==> config.mk <==
export PLATFORM = sky130hd
export DESIGN_NAME = mem_controller
export DESIGN_NICKNAME = d
export VERILOG_FILES = /design/src/rtl/mem_controller_pkg.sv /design/src/rtl/mem_controller_rr_arbiter.sv /design/src/rtl/mem_controller.sv
export SDC_FILE = /design/constraint.sdc
export NUM_CORES = 1
export LEC_CHECK = 0
export CAP_MARGIN = 15
export CORE_AREA = 2 2 116 118
export CTS_BUF_LIST = sky130_fd_sc_hd__clkbuf_8
export DETAILED_ROUTE_END_ITERATION = 6
export DIE_AREA = 0 0 118 120
export GPL_TIMING_DRIVEN = 0
export PLACE_DENSITY = 0.77
export SYNTH_ARGS = -nofsm -noshare
export SYNTH_HDL_FRONTEND = slang
export SYNTH_SLANG_ARGS = --single-unit
==> constraint.sdc <==
create_clock -name clock -period 2.2 [get_ports clock]
set_input_delay 0.55 -clock clock [delete_from_list [all_inputs] [get_ports clock]]
set_output_delay 0.55 -clock clock [all_outputs]
set_load 0.1 [all_outputs]
==> src/rtl/mem_controller_pkg.sv <==
// Shared definitions for the LSU-facing memory controller: controller states
// and default bus geometry.
package mem_controller_pkg;

    localparam int DEFAULT_ADDR_BITS     = 8;
    localparam int DEFAULT_DATA_BITS     = 8;
    localparam int DEFAULT_NUM_CONSUMERS = 4;

    typedef enum logic [2:0] {
        IDLE,
        READ_WAITING,
        WRITE_WAITING,
        READ_RELAYING,
        WRITE_RELAYING
    } ctrl_state_t;

endpackage

==> src/rtl/mem_controller_rr_arbiter.sv <==
// Combinational round-robin pick: first requesting consumer at or after
// rr_pointer, wrapping modulo NUM_CONSUMERS.
module mem_controller_rr_arbiter
    import mem_controller_pkg::*;
#(
    parameter int NUM_CONSUMERS = DEFAULT_NUM_CONSUMERS,
    parameter int IDX_BITS      = $clog2(NUM_CONSUMERS)
) (
    input  logic [NUM_CONSUMERS-1:0] request,
    input  logic [IDX_BITS-1:0]      rr_pointer,
    output logic [IDX_BITS-1:0]      grant_index,
    output logic                     grant_found
);

    logic [IDX_BITS-1:0] candidate;

    // NUM_CONSUMERS is a power of two, so truncating the sum is the wrap.
    always_comb begin
        grant_index = '0;
        grant_found = 1'b0;
        candidate   = '0;
        for (int i = 0; i < NUM_CONSUMERS; i++) begin
            candidate = rr_pointer + IDX_BITS'(i);
            if (!grant_found && request[candidate]) begin
                grant_found = 1'b1;
                grant_index = candidate;
            end
        end
    end

endmodule

==> src/rtl/mem_controller.sv <==
// Serves LSU load/store requests over one shared data-memory port, one
// transaction at a time, with round-robin arbitration and a four-phase return.
module mem_controller
    import mem_controller_pkg::*;
#(
    parameter int ADDR_BITS     = DEFAULT_ADDR_BITS,
    parameter int DATA_BITS     = DEFAULT_DATA_BITS,
    parameter int NUM_CONSUMERS = DEFAULT_NUM_CONSUMERS
) (
    input  logic                           clock,
    input  logic                           reset,
    input  logic [NUM_CONSUMERS-1:0]           consumer_read_valid,
    input  logic [NUM_CONSUMERS*ADDR_BITS-1:0] consumer_read_address,
    output logic [NUM_CONSUMERS-1:0]           consumer_read_ready,
    output logic [NUM_CONSUMERS*DATA_BITS-1:0] consumer_read_data,
    input  logic [NUM_CONSUMERS-1:0]           consumer_write_valid,
    input  logic [NUM_CONSUMERS*ADDR_BITS-1:0] consumer_write_address,
    input  logic [NUM_CONSUMERS*DATA_BITS-1:0] consumer_write_data,
    output logic [NUM_CONSUMERS-1:0]           consumer_write_ready,
    output logic                           mem_read_valid,
    output logic [ADDR_BITS-1:0]           mem_read_address,
    input  logic                           mem_read_ready,
    input  logic [DATA_BITS-1:0]           mem_read_data,
    output logic                           mem_write_valid,
    output logic [ADDR_BITS-1:0]           mem_write_address,
    output logic [DATA_BITS-1:0]           mem_write_data,
    input  logic                           mem_write_ready
);

    localparam int IDX_BITS = $clog2(NUM_CONSUMERS);

    ctrl_state_t state_reg, state_next;
    logic [IDX_BITS-1:0]      rr_pointer_reg, rr_pointer_next;
    logic [IDX_BITS-1:0]      grant_reg, grant_next;
    logic                     mem_read_valid_reg, mem_read_valid_next;
    logic                     mem_write_valid_reg, mem_write_valid_next;
    logic [ADDR_BITS-1:0]     mem_read_address_reg, mem_read_address_next;
    logic [ADDR_BITS-1:0]     mem_write_address_reg, mem_write_address_next;
    logic [DATA_BITS-1:0]     mem_write_data_reg, mem_write_data_next;
    logic [NUM_CONSUMERS-1:0] read_ready_reg, read_ready_next;
    logic [NUM_CONSUMERS-1:0] write_ready_reg, write_ready_next;

    logic [ADDR_BITS-1:0] read_addr  [NUM_CONSUMERS];
    logic [ADDR_BITS-1:0] write_addr [NUM_CONSUMERS];
    logic [DATA_BITS-1:0] write_data [NUM_CONSUMERS];
    logic [DATA_BITS-1:0] read_data_reg [NUM_CONSUMERS];

    logic [IDX_BITS-1:0] arb_index;
    logic                arb_found;

    mem_controller_rr_arbiter #(
        .NUM_CONSUMERS (NUM_CONSUMERS),
        .IDX_BITS      (IDX_BITS)
    ) u_arbiter (
        .request     (consumer_read_valid | consumer_write_valid),
        .rr_pointer  (rr_pointer_reg),
        .grant_index (arb_index),
        .grant_found (arb_found)
    );

    // Per-consumer unpacking, plus a load-data register that survives the
    // handshake so the LSU can still read it after ready drops.
    genvar gi;
    generate
        for (gi = 0; gi < NUM_CONSUMERS; gi++) begin : g_consumer
            assign read_addr[gi]  = consumer_read_address[gi*ADDR_BITS +: ADDR_BITS];
            assign write_addr[gi] = consumer_write_address[gi*ADDR_BITS +: ADDR_BITS];
            assign write_data[gi] = consumer_write_data[gi*DATA_BITS +: DATA_BITS];
            assign consumer_read_data[gi*DATA_BITS +: DATA_BITS] = read_data_reg[gi];

            always_ff @(posedge clock) begin
                if (reset) begin
                    read_data_reg[gi] <= '0;
                end else if (state_reg == READ_WAITING && mem_read_ready &&
                             grant_reg == IDX_BITS'(gi)) begin
                    read_data_reg[gi] <= mem_read_data;
                end
            end
        end
    endgenerate

    always_comb begin
        state_next             = state_reg;
        rr_pointer_next        = rr_pointer_reg;
        grant_next             = grant_reg;
        mem_read_valid_next    = mem_read_valid_reg;
        mem_write_valid_next   = mem_write_valid_reg;
        mem_read_address_next  = mem_read_address_reg;
        mem_write_address_next = mem_write_address_reg;
        mem_write_data_next    = mem_write_data_reg;
        read_ready_next        = read_ready_reg;
        write_ready_next       = write_ready_reg;

        case (state_reg)
            IDLE: begin
                if (arb_found) begin
                    grant_next      = arb_index;
                    rr_pointer_next = arb_index + IDX_BITS'(1);
                    // A consumer asserting both gets its load first.
                    if (consumer_read_valid[arb_index]) begin
                        mem_read_valid_next   = 1'b1;
                        mem_read_address_next = read_addr[arb_index];
                        state_next            = READ_WAITING;
                    end else begin
                        mem_write_valid_next   = 1'b1;
                        mem_write_address_next = write_addr[arb_index];
                        mem_write_data_next    = write_data[arb_index];
                        state_next             = WRITE_WAITING;
                    end
                end
            end
            READ_WAITING: begin
                if (mem_read_ready) begin
                    mem_read_valid_next        = 1'b0;
                    read_ready_next[grant_reg] = 1'b1;
                    state_next                 = READ_RELAYING;
                end
            end
            WRITE_WAITING: begin
                if (mem_write_ready) begin
                    mem_write_valid_next        = 1'b0;
                    write_ready_next[grant_reg] = 1'b1;
                    state_next                  = WRITE_RELAYING;
                end
            end
            READ_RELAYING: begin
                if (!consumer_read_valid[grant_reg]) begin
                    read_ready_next = '0;
                    state_next      = IDLE;
                end
            end
            WRITE_RELAYING: begin
                if (!consumer_write_valid[grant_reg]) begin
                    write_ready_next = '0;
                    state_next       = IDLE;
                end
            end
            default: state_next = IDLE;
        endcase
    end

    always_ff @(posedge clock) begin
        if (reset) begin
            state_reg             <= IDLE;
            rr_pointer_reg        <= '0;
            grant_reg             <= '0;
            mem_read_valid_reg    <= 1'b0;
            mem_write_valid_reg   <= 1'b0;
            mem_read_address_reg  <= '0;
            mem_write_address_reg <= '0;
            mem_write_data_reg    <= '0;
            read_ready_reg        <= '0;
            write_ready_reg       <= '0;
        end else begin
            state_reg             <= state_next;
            rr_pointer_reg        <= rr_pointer_next;
            grant_reg             <= grant_next;
            mem_read_valid_reg    <= mem_read_valid_next;
            mem_write_valid_reg   <= mem_write_valid_next;
            mem_read_address_reg  <= mem_read_address_next;
            mem_write_address_reg <= mem_write_address_next;
            mem_write_data_reg    <= mem_write_data_next;
            read_ready_reg        <= read_ready_next;
            write_ready_reg       <= write_ready_next;
        end
    end

    assign mem_read_valid       = mem_read_valid_reg;
    assign mem_read_address     = mem_read_address_reg;
    assign mem_write_valid      = mem_write_valid_reg;
    assign mem_write_address    = mem_write_address_reg;
    assign mem_write_data       = mem_write_data_reg;
    assign consumer_read_ready  = read_ready_reg;
    assign consumer_write_ready = write_ready_reg;

endmodule

==> summary.txt <==
Run status
  • Outcome: finished with violations
  • Failing checks: setup timing

Timing
  • Setup TNS: -0.0399 ns
  • Final Setup Violations: 2
  • Final period util: 1.01
  • Max-slew violation count: 0
  • Post-route minimum period: 2.22 ns
  • RSZ-0062 raised after global routing: yes
  • Final WS setup: -0.0216 ns
  • Rel. slew slack: 0.333
  • Final Hold Violating Endpoints: 0
  • Max Clock Freq: 450 MHz
  • Least-Margin Pin Slew: 1.01 ns
  • Final Skew: 0.0223 ns

Yosys
  • Mapped Area: 5610 sq um
  • Yosys cell types: 66
  • EDFF count, synth: 32
  • FFs w/ async S/R, synth: 0
  • Ys flop type: dfxtp_1
  • Synth Area per Inst: 9.12 sq um
  • Cell count after synthesis: 615
  • Register area share after synthesis: 0.318
  • Post-Syn Nets: 731
  • Yosys warns: 0
  • FF+latch count, synth: 73

Drt
  • Routed vias: 6269
  • Vias per inst: 6.26
  • Wirelength per Cell: 20.8 um
  • DR pass1 iterations: 5
  • Starting DRT DRC Count: 644
  • Total Wirelength: 20.8 mm
  • Residual DRC: 0
  • ANT nets after route: 0

Global routing
  • Number of global-route vias before repair: 6115
  • First-pass GRT wire length: 31.7 mm
  • Largest net degree at the start of global routing: 13
  • GRT overflow: 0
  • Antenna violations before repair: 0
  • GRT Resource Usage Total: 0.278

CTS
  • Reg clk slew, reported paths: 0.07 ns
  • Root Buffer: clkbuf_8
  • CTS H-tree depth: 3
  • Clk buf depth: 2
  • Worst-skew pair later-pin latency: 0.38 ns
  • Clk sinks: 73
  • TritonCTS buffer count: 9
  • CTS tree: yes
  • Hold-fix buffers, CTS: 0

Worst setup path
  • Startpoint types: input port
  • R2r startpoint: rr_pointer_reg[1]
  • Setup Crit Path Kind: input port to flop
  • Critical Path AT: 2.46 ns
  • CP max FO: 10
  • CP peak stage delay: 0.45 ns
  • Worst Setup End Kind: flop
  • WP data required: 2.44 ns
  • CP cell instances: buf_2 > or2_1 > buf_6 > clkbuf_1 > o311ai_1 > o311ai_2 > mux2i_2 > o32ai_2
  • CP max-delay cell: o311ai_1
  • Crit path launch: consumer_write_valid[1]

Placement
  • Placer Congestion: 0.934
  • IO buf count: 178
  • Post-Place Cells: 969
  • Post-DP HPWL: 15.2 mm
  • Placed instance area: 7650 sq um

Layout
  • Fillers: 1122
  • Area grow syn2layout: 47.5%
  • Final antenna diode count: 0
  • Seq. cell area: 1780 sq um
  • Fin area: 8280 sq um
  • Multi-input gate area: 3560 sq um
  • Fin nets: 936
  • Cell Count, Final, Fillers Out: 1001
  • Share of cells above drive strength 1: 0.192
  • Max FFs per register: 32

Floorplanning
  • Initial Util: 0.432
  • Core ar.: 13000 sq um
  • Core Rows: 42
  • Die Area: 14200 sq um
  • Die Height: 120 um
  • I/O Pins: 182
  • Die X: 118 um

Hold path
  • HP Start: mem_write_address[6]
  • Hold Crit Class: flop to flop

Flow run
  • Max_cap viols: 0

Pwr
  • Power per standard cell area: 1160 nW/um^2
  • Worst VDD drop: 0.794 mV
  • Leak: 3.15 nW
-- area by class of cell --
cell class,count,share of cell area
multi-input combinational,389,0.430
timing repair buffer,194,0.221
sequential,73,0.215
buffer,76,0.0494
inverter,77,0.0349
tap,176,0.0266
clock buffer,9,0.0150
clock inverter,7,0.00771
-- per-stage QoR --
stage          utilization  total power (W)  hold WS [ns]  worst slack, ns
2_1_floorplan            -          0.00636         0.532          0.00167
3_3_place_gp         0.589          0.00779         0.452           -0.888
3_5_place_dp         0.589          0.00791         0.449           -0.953
4_1_cts              0.614          0.00906         0.458          0.00628
5_1_grt              0.638          0.00996         0.474          -0.0843
6_report             0.638          0.00960         0.452          -0.0216
-- routing by layer --
| layer | global-route usage | wire (um) |
|---|---|---|
| met5 | 0 | 0 |
| met1 | 0.347 | 8190 |
| met4 | 0.0866 | 445 |
| met2 | 0.489 | 10400 |
| met3 | 0.0490 | 1800 |
-- report_power, final --
| group | switching, W | internal [W] |
|---|---|---|
| clock network | 0.000557 | 0.000514 |
| registers | 0.000170 | 0.00175 |
| logic | 0.00456 | 0.00204 |
| total | 0.00529 | 0.00431 |
-- worst max-delay path, delay by kind of cell --
kind | cells | cell delay (ns)
buffers and inverters | 3 | 0.61
and+or+nand+nor | 1 | 0.25
muxes | 1 | 0.28
AOI/OAI and AO/OA | 3 | 0.75
-- timing repair --
item | in CTS | in global routing
setup buffers | 6 | 9
pin swaps | 5 | 9
setup endpoints to repair | 109 | 51
resized for setup | 148 | 66
gates cloned | 0 | 1
-- worst paths after layout --
kind | endpoint | slack [ns] | cells past startpoint
worst max-delay path | mem_read_address[6] | -0.02 | 8
worst min-delay path | mem_write_address[6] | 0.45 | 2
worst max register to register | mem_read_address[6] | 0.01 | 8
worst min register to register | mem_write_address[6] | 0.45 | 2
-- synthesized netlist by cell type (5+ instances only) --
master | number | area, sq um
o32ai_2 | 10 | 163
and3_1 | 18 | 113
o21ai_1 | 5 | 25.0
o311ai_1 | 31 | 272
clkbuf_1 | 55 | 206
buf_6 | 6 | 67.6
o311ai_0 | 56 | 490
buf_2 | 11 | 55.1
mux2i_1 | 26 | 260
a21oi_1 | 9 | 45.0
dfxtp_1 | 41 | 821
nand2_1 | 9 | 33.8
and2_1 | 17 | 106
o211ai_1 | 50 | 375
o32ai_1 | 14 | 123
edfxtp_1 | 32 | 961
o311ai_2 | 10 | 163
nor2_1 | 18 | 67.6
nor3b_1 | 49 | 368
inv_1 | 75 | 282
-- cells by family after synthesis --
logic type	share of synthesized area
compound gates	0.357
xor+xnor	0.00156
buf+inv	0.113
flops	0.318
mux	0.0571
simple gates	0.155
-- layout by cell type (no fill, tap or decap), types with 5 or more instances in the layout --
| master | count |
|---|---|
| a21oi_1 | 8 |
| and2_1 | 17 |
| and3_1 | 17 |
| buf_2 | 11 |
| buf_4 | 17 |
| buf_6 | 6 |
| clkbuf_1 | 31 |
| clkbuf_2 | 20 |
| clkbuf_8 | 9 |
| clkdlybuf4s50_1 | 106 |
| dfxtp_1 | 40 |
| dlygate4sd2_1 | 66 |
| edfxtp_1 | 32 |
| inv_1 | 77 |
| mux2i_1 | 20 |
| mux2i_2 | 5 |
| nand2_1 | 8 |
| nor2_1 | 16 |
| nor3b_1 | 49 |
| o211ai_1 | 50 |
| o311ai_0 | 32 |
| o311ai_1 | 39 |
| o311ai_2 | 21 |
| o311ai_4 | 5 |
| o32ai_1 | 10 |
| o32ai_2 | 14 |
(Power assumes the default switching activity.)
